## src/rtl/spi_adc_sequencer.sv

```systemverilog
// -----------------------------------------------------------------------------
// spi_adc_sequencer
//
// Runs one averaging sweep over the enabled ADC channels every time the
// sample-rate generator pulses sample_tick. For each enabled channel, in
// ascending index order, it requests 2**AVG_LOG2 back-to-back conversions from
// the SPI engine. It sums the returned codes and emits one truncated average
// tagged with the channel number.
//
// If a conversion never returns within TIMEOUT_CYC cycles, the channel is
// abandoned without a result. The sticky timeout_err flag is then set and the
// sweep continues with the next enabled channel.
//
// Ports
//   clk            system clock, shared with the SPI engine
//   reset          asynchronous, active-high reset
//   sample_tick    one-cycle pulse: start a sweep (dropped while busy)
//   ch_enable      per-channel enable mask, captured at sweep start
//   clear_err      one-cycle pulse: clear overrun / timeout_err
//   spi_start      one-cycle conversion request to the SPI engine
//   spi_channel    channel select, stable from spi_start to spi_data_valid
//   spi_data_valid one-cycle pulse: spi_data holds a finished conversion
//   spi_data       12-bit conversion code
//   result_valid   one-cycle pulse: result_ch / result_data are new
//   result_ch      channel of the most recent result (held)
//   result_data    averaged code of the most recent result (held)
//   busy           sweep in progress
//   overrun        sticky: a sample_tick arrived while busy
//   timeout_err    sticky: a conversion timed out
// -----------------------------------------------------------------------------
module spi_adc_sequencer #(
  parameter int AVG_LOG2    = 2,
  parameter int TIMEOUT_CYC = 1023,
  parameter int NCH         = 4
) (
  input  logic             clk,
  input  logic             reset,
  input  logic             sample_tick,
  input  logic [NCH-1:0]   ch_enable,
  input  logic             clear_err,
  output logic             spi_start,
  output logic [1:0]       spi_channel,
  input  logic             spi_data_valid,
  input  logic [11:0]      spi_data,
  output logic             result_valid,
  output logic [1:0]       result_ch,
  output logic [11:0]      result_data,
  output logic             busy,
  output logic             overrun,
  output logic             timeout_err
);

  localparam int DATA_W = 12;
  localparam int CH_W   = 2;
  // The sum of 2**AVG_LOG2 codes needs AVG_LOG2 extra bits and can never wrap.
  localparam int ACC_W  = DATA_W + AVG_LOG2;
  // The sample counter must hold the full count 2**AVG_LOG2.
  localparam int CNT_W  = AVG_LOG2 + 1;
  localparam int TO_W   = $clog2(TIMEOUT_CYC + 1);

  localparam logic [CNT_W-1:0] N_AVG   = CNT_W'(2 ** AVG_LOG2);
  localparam logic [TO_W-1:0]  TO_LAST = TO_W'(TIMEOUT_CYC - 1);

  typedef enum logic [2:0] {
    S_IDLE,
    S_ISSUE,
    S_WAIT,
    S_OUTPUT,
    S_NEXT
  } state_t;

  state_t            state;
  logic [NCH-1:0]    mask;
  logic [CH_W-1:0]   ch;
  logic [ACC_W-1:0]  acc;
  logic [CNT_W-1:0]  cnt;
  logic [TO_W-1:0]   to_cnt;

  logic [ACC_W-1:0]  acc_sum;
  logic [CNT_W-1:0]  cnt_inc;
  logic [CH_W:0]     nxt;

  // Lowest set bit of the enable mask (caller guarantees mask != 0).
  function automatic logic [CH_W-1:0] first_ch(input logic [NCH-1:0] m);
    logic [CH_W-1:0] idx;
    idx = '0;
    for (int i = NCH - 1; i >= 0; i--) begin
      if (m[i]) idx = CH_W'(i);
    end
    return idx;
  endfunction

  // Next set bit strictly above cur, returned as {found, index}.
  function automatic logic [CH_W:0] next_ch(input logic [NCH-1:0] m,
                                            input logic [CH_W-1:0] cur);
    logic [CH_W:0] r;
    r = '0;
    for (int i = NCH - 1; i >= 0; i--) begin
      if (m[i] && (i > int'(cur))) r = {1'b1, CH_W'(i)};
    end
    return r;
  endfunction

  // Truncating average: dropping the low AVG_LOG2 bits divides by the count.
  function automatic logic [DATA_W-1:0] avg_trunc(input logic [ACC_W-1:0] s);
    return s[ACC_W-1:AVG_LOG2];
  endfunction

  assign acc_sum = acc + ACC_W'(spi_data);
  assign cnt_inc = cnt + CNT_W'(1);
  assign nxt     = next_ch(mask, ch);

  always_ff @(posedge clk or posedge reset) begin
    if (reset) begin
      state        <= S_IDLE;
      mask         <= '0;
      ch           <= '0;
      acc          <= '0;
      cnt          <= '0;
      to_cnt       <= '0;
      spi_start    <= 1'b0;
      spi_channel  <= '0;
      result_valid <= 1'b0;
      result_ch    <= '0;
      result_data  <= '0;
      busy         <= 1'b0;
      overrun      <= 1'b0;
      timeout_err  <= 1'b0;
    end else begin
      spi_start    <= 1'b0;
      result_valid <= 1'b0;

      // Clear first, so that a set event in the same cycle overrides it.
      if (clear_err) begin
        overrun     <= 1'b0;
        timeout_err <= 1'b0;
      end
      // busy is still high in the NEXT cycle, so a tick there is dropped too.
      if (sample_tick && busy) overrun <= 1'b1;

      case (state)
        // ---- idle: wait for a tick with at least one channel enabled ----
        S_IDLE: begin
          if (sample_tick && (|ch_enable)) begin
            mask  <= ch_enable;
            ch    <= first_ch(ch_enable);
            busy  <= 1'b1;
            state <= S_ISSUE;
          end
        end

        // ---- issue: request one conversion on the current channel ----
        S_ISSUE: begin
          spi_start   <= 1'b1;
          spi_channel <= ch;
          to_cnt      <= '0;
          state       <= S_WAIT;
        end

        // ---- wait: accumulate the returned code or give up on timeout ----
        S_WAIT: begin
          to_cnt <= to_cnt + TO_W'(1);
          // Valid data is checked before the timeout, so it wins a tie.
          if (spi_data_valid) begin
            acc <= acc_sum;
            cnt <= cnt_inc;
            if (cnt_inc == N_AVG) begin
              // The result is registered here so that result_valid shows up
              // during OUTPUT, one cycle after the last conversion.
              result_data  <= avg_trunc(acc_sum);
              result_ch    <= ch;
              result_valid <= 1'b1;
              state        <= S_OUTPUT;
            end else begin
              state <= S_ISSUE;
            end
          end else if (to_cnt == TO_LAST) begin
            timeout_err <= 1'b1;
            state       <= S_NEXT;
          end
        end

        // ---- output: result_valid is high for this single cycle ----
        S_OUTPUT: begin
          state <= S_NEXT;
        end

        // ---- next: drop the partial sum and move to the next channel ----
        S_NEXT: begin
          acc <= '0;
          cnt <= '0;
          if (nxt[CH_W]) begin
            ch    <= nxt[CH_W-1:0];
            state <= S_ISSUE;
          end else begin
            busy  <= 1'b0;
            state <= S_IDLE;
          end
        end

        default: begin
          state <= S_IDLE;
        end
      endcase
    end
  end

endmodule

```

## config.mk

```make
export PLATFORM = sky130hd
export DESIGN_NAME = spi_adc_sequencer
export DESIGN_NICKNAME = d
export VERILOG_FILES = /design/src/rtl/spi_adc_sequencer.sv
export SDC_FILE = /design/constraint.sdc
export NUM_CORES = 1
export LEC_CHECK = 0
export CORE_MARGIN = 8
export CORE_UTILIZATION = 55
export DETAILED_ROUTE_END_ITERATION = 8
export PLACE_DENSITY_LB_ADDON = 0.3
export SYNTH_ARGS = -nofsm -noshare
export SYNTH_HDL_FRONTEND = slang
export SYNTH_SLANG_ARGS = --single-unit
```

## constraint.sdc

```tcl
create_clock -name clk -period 5.55 [get_ports clk]
set_clock_uncertainty 0.15 [all_clocks]
set_input_delay 0.555 -clock clk [delete_from_list [all_inputs] [get_ports clk]]
set_output_delay 0.555 -clock clk [all_outputs]
set_load 0.05 [all_outputs]
```

After elaboration in Yosys (flattened, before gate mapping)

Index checks and enable logic that the tools add are counted.

Bits in registers: 57
Latch bits: 0
RAM bits: 0
Memory bits (read-only): 0
Input port bits: 21
Logic and storage cells: 82
Memories kept: 0

Add/sub/neg operators: 3
$mul: 0
Div/mod/pow operators: 0
Magnitude comparators: 3
Eq/ne operators: 11
Shift operators: 0
Mux-type cells: 34
Bitwise operators: 0
Reduce and logical (&&, ||, !) cells: 17

Operators with widths:

| cell                                                                  | count |
|---|---|
| 14-bit one-hot mux with 2 select lines                                | 1 |
| 3-bit 2-to-1 mux                                                      | 7 |
| 10-bit one-hot mux with 2 select lines                                | 1 |
| 3-bit one-hot mux with 5 select lines                                 | 1 |
| 14-bit by 12-bit adder with 14-bit output                             | 1 |
| 14-bit 2-to-1 mux                                                     | 1 |
| 2-bit 2-to-1 mux                                                      | 7 |
| 1-bit 2-to-1 mux                                                      | 13 |
| 10-bit by 1-bit adder with 10-bit output, second input constant       | 1 |
| 10-bit equality test, second input constant                           | 1 |
| 3-bit AND reduction                                                   | 3 |
| 2-bit inequality test, second input constant                          | 4 |
| 2-bit nonzero test                                                    | 4 |
| 3-bit by 2-bit equality test with 1-bit output, second input constant | 2 |
| 3-bit equality test, second input constant                            | 2 |
| 3-bit one-hot mux with 2 select lines                                 | 1 |
| 2-bit AND reduction                                                   | 3 |
| 1-bit logical AND                                                     | 5 |
| 2-bit > comparator, first input constant                              | 2 |
| 2-bit one-hot mux with 2 select lines                                 | 1 |
| 4-bit OR reduction                                                    | 1 |
| 3-bit by 1-bit adder with 3-bit output, second input constant         | 1 |
| 3-bit by 1-bit equality test with 1-bit output, second input constant | 1 |
| 3-bit logical NOT                                                     | 1 |
| 3 further kinds                                                       | 3 |

Longest topological paths before layout

Word-level depth: 7
Depth in mapped cells: 9

Worst setup path after synthesis

OpenSTA, ideal clock, no wires.

Path kind: in2reg
From: input port spi_data[0]
To: register acc[12]
Setup time: 0.139 ns
Arrival: 1.982 ns
Path slack: 3.279 ns
Stages: 9
Path buffers: 0
Cell sequence: ha_1 -> inv_1 -> fa_1 -> nand2b_1 -> nand2_1 -> a221o_2 -> a21boi_1 -> o311ai_0 -> o31ai_1

Word-level cells in the longest chain between the ends: 3

RTL lines:

| item                                      | line | text |
|---|---|---|
| from (decl)                               | 44   | `input logic [11:0] spi_data,` |
| 14-bit by 12-bit adder with 14-bit output | 109  | `assign acc_sum = acc + ACC_W'(spi_data);` |
| 14-bit 2-to-1 mux                         | 164  | `if (spi_data_valid) begin` |
| 14-bit one-hot mux with 2 select lines    | 141  | `case (state)` |
| to (signal assigned)                      | 165  | `acc <= acc_sum;` |
| to (decl)                                 | 75   | `logic [ACC_W-1:0] acc;` |

No other way between the ends. The select of a mux whose other input is x is not followed.
A chain may end at the register's enable or synchronous reset.

Final worst setup path

Same ends and word-level chain as after synthesis.

==> results.txt <==
----------------------------------------------------
[Synth]
  Synth top area share ... 45.9%
  Net count after synthesis ... ~360
  Post-synth EDFFs ... 0
  Total of flip-flops plus latches after synthesis ... between 50 and 60
  Most frequent cell after synthesis ... dfrtp_1
  Proportion of synthesized chip area in sequential cells ... a little under half
  Synth warn ... 0
  Synth cell count leaders ... dfrtp_1 (56), nand2_1 (49), o21ai_0 (26)
  Share of synthesized flip-flops with an asynchronous set or reset ... 100%
  Mapped Area ... 3050 um^2
  Distinct cell type count after synthesis ... between 50 and 60
  Mapped Cells ... between 300 and 400
  Cell taking the most area after synthesis ... dfrtp_1
  Mean instance size in the synthesized netlist ... between 9 and 10 um^2
  Cell types occupying the most area after synthesis ... dfrtp_1 (46%), ha_1 (6.6%), nand2_1 (6.0%)
  Top FF cell, synth ... dfrtp_1

[Drt]
  First-pass iteration count of the detailed router ... 4
  Drc violations ... 0
  Met3 layer wire length in the routed design ... between 200 and 300 um
  WL per Instance ... 14.4 um
  Total wirelength of the detailed-routed design ... between 6 and 7 mm
  Wire length the detailed router placed on met1 ... between 3 and 4 mm
  Number of nets still failing antenna checks after routing ... 0
  Drt initial violations ... around 150
  Total vias in the final route ... between 2000 and 2500
  Length of routed met2 wiring ... roughly 2.9 mm
  Top layer used by detailed routing ... met4
  Number of vias per cell ... 5.61

[Floorplanning]
  Ports placed on the boundary ... 42
  # rows ... 27
  Vert. Die Dim ... a little over 90 um
  Effective utilization at floorplan ... a little under three fifths
  Core outline area ... ~5400 um^2
  Floorplan die area ... roughly 8000 um^2
  Horizontal extent of the die ... a little over 90 um

[Critical path]
  Longest individual stage delay on the worst path ... 460 ps
  List of cells traversed by the critical path ... clkdlybuf4s50_1 -> ha_1 -> inv_1 -> fa_1 -> nand2b_1 -> nand2_1 -> a221o_2 -> a21boi_1 -> o311ai_0 -> o31ai_1
  Endpoint class of the critical path ... flip-flop
  Critical path launch point type ... input pin
  CP max stage cell ... clkdlybuf4s50_1
  Worst Path Required ... roughly 5600 ps
  Endpoint arrival time on the critical path ... around 2600 ps
  Critical path start-end classification ... in -> reg
  Maximum fanout encountered on the critical timing path ... 4

[Clock network]
  Clock root buffer ... clkbuf_8
  Maximum number of buffers from clock root to sink ... 2
  Count of hold buffers inserted by post-cts repair ... 0
  Clock net sink count ... between 50 and 60
  CTS tree ... done
  Clock-pin transition on the worst setup and hold timing paths ... 100 ps
  Total clock buffers created by CTS ... 5
  Number of gates resized after CTS ... 0
  Clock network latency to the later pin of the worst-skew pair ... 310 ps
  Number of buffers added for setup after CTS ... 0
  Depth of the CTS H-tree ... 2

[STA]
  Total count of hold-check failures in the final report ... 0
  Worst slew slack as a fraction of its limit ... between 40 and 50%
  Total of endpoints with negative setup slack in the final report ... 0
  Setup tns final ... 0 ps
  Final slew viol count ... 0
  Worst-Margin Slew ... about 770 ps
  Final worst hold slack ... roughly 330 ps
  Final worst path period share ... 46.6%
  Setup repair after global routing missed its margin ... no
  Highest achievable clock rate ... around 0.39 GHz
  Final critical path time including I/O delays and setup ... 2590 ps

[Power and ir drop]
  Cell leakage power ... around 1.6 nW
  Power per cell area ... roughly 460 nW/um^2
  Overall power of the completed layout ... around 1.7 mW
  Worst voltage drop across the vdd grid ... between 0.2 and 0.25 mV

[Final layout]
  Reg area ... about 1400 um^2
  Layout-stage area growth over the synthesis result ... 17.9%
  Filler instances ... between 400 and 500
  Fraction of layout instances using a drive strength above 1 ... approximately 7.4%
  Area of combinational cells with multiple inputs ... approximately 1500 um^2
  Number of diodes ... 0
  Post-route cell area ... around 3600 um^2
  Final net count ... a little over 400

[Global route]
  Total congestion overflow ... 0
  Wire length of the first global-routing pass ... 11.1 mm
  All-layer global routing usage ... 16.0%
  Maximum number of pins on one net before global-route repair ... 57
  Antenna violations before repair ... 0
  Via count of the first global-routing pass ... about 2400

[Place]
  Post-placement cell area ... around 3500 um^2
  Global placer's final weighted congestion ... ~0.81
  Estimated wirelength of the detail-placed design ... ~4.6 mm
  Number of buffer cells added on primary ports ... 41

[Run]
  Max-cap violations ... 0

[Outcome]
  Outcome ... finished, final reports clean

[Hold path]
  HP Class ... reg -> reg

----------------------------------------------------
## layout make-up
class                           instances  area share (%)
Multi-Input combinational cell        242            42.4
Sequential cell                        56            38.9
Timing Repair Buffer                   43            11.8
Tap cell                               72            2.50
Clock buffer                            6            2.01
Inverter                               18            1.88
Clock inverter                          2           0.452
## kinds of logic after synthesis
| group | after synthesis | share of synthesized area (%) |
|---|---|---|
| AO/OA/AOI/OAI | 88 | 18.2 |
| multiplexers | 7 | 2.50 |
| AND/OR/NAND/NOR | 118 | 18.7 |
| adder cells (fa/ha/maj) | 17 | 7.21 |
| buffers and inverters | 27 | 4.06 |
| XOR/XNOR | 12 | 3.44 |
| flip-flops | 56 | 45.9 |
## registers in the layout, summed over array words and instances (netlist names)
register	cells
acc	14
state	3
timeout_err	1
result_data	12
mask	3
cnt	3
result_valid	1
busy	1
overrun	1
result_ch	2
to_cnt	10
ch	2
spi_start	1
spi_channel	2
## cells in the final DEF (no fill, tap or decap), types with 4 or more instances in the layout
cell type        Yosys  routed
inv_1               17      16
and3_1               5       5
nand3_1             16      16
dfrtp_1             56      56
o21ai_0             26      26
a21o_1               4       4
ha_1                16      16
nand2b_1             5       5
xnor2_1              4       4
o31ai_1              4       4
nand4_1              6       6
nor2_1              20      20
clkbuf_8             1       5
o21ai_1             11      11
nand2_1             49      49
clkdlybuf4s50_1      0      41
mux2_2               5       5
a21oi_1             18      18
a31oi_1              4       4
xor2_1               8       8
## where the power goes
part / total, mW / internal, mW / leakage (nW) / switching, mW
Combinational: 0.809 / 0.316 / 0.849 / 0.494
Clock: 0.227 / 0.0902 / 0.0414 / 0.137
Sequential: 0.617 / 0.524 / 0.735 / 0.0930
## routing by layer
metal,vias to the layer above,GRT usage (%)
met3,9,3.49
met1,1174,21.6
li1,1224,-
met4,0,5.69
met5,-,0
met2,55,24.7
## through the flow
step / util [%] / std cells / setup WS (ps)
global route: 66.2 / 439 / 2780
floorplan: - / 325 / 3280
global placement: 64.6 / 431 / 2710
CTS: 66.2 / 439 / 2980
detailed placement: 64.6 / 431 / 2630
finish: 66.2 / 439 / 2960
## path summary, 6_finish.rpt
path / startpoint / cells after the start / end / slack [ps]
worst max-delay path: spi_data[0] / 10 / acc[12] / 2960
worst min-delay path: result_ch[1] / 2 / result_ch[1] / 330
worst max register to register: acc[0] / 9 / acc[12] / 3310
worst min register to register: result_ch[1] / 2 / result_ch[1] / 330
max in group asynchronous: reset / 3 / acc[1] / 4190
min in group asynchronous: reset / 3 / result_data[5] / 600
## worst max-delay path: cells and delay by family
| family | cells | cell delay, ps |
|---|---|---|
| buffers and inverters | 2 | 520 |
| and+or+nand+nor | 2 | 260 |
| AOI/OAI and AO/OA | 4 | 710 |
| adders and majority gates | 2 | 570 |
Note: power is estimated with default switching activity, not from simulation.
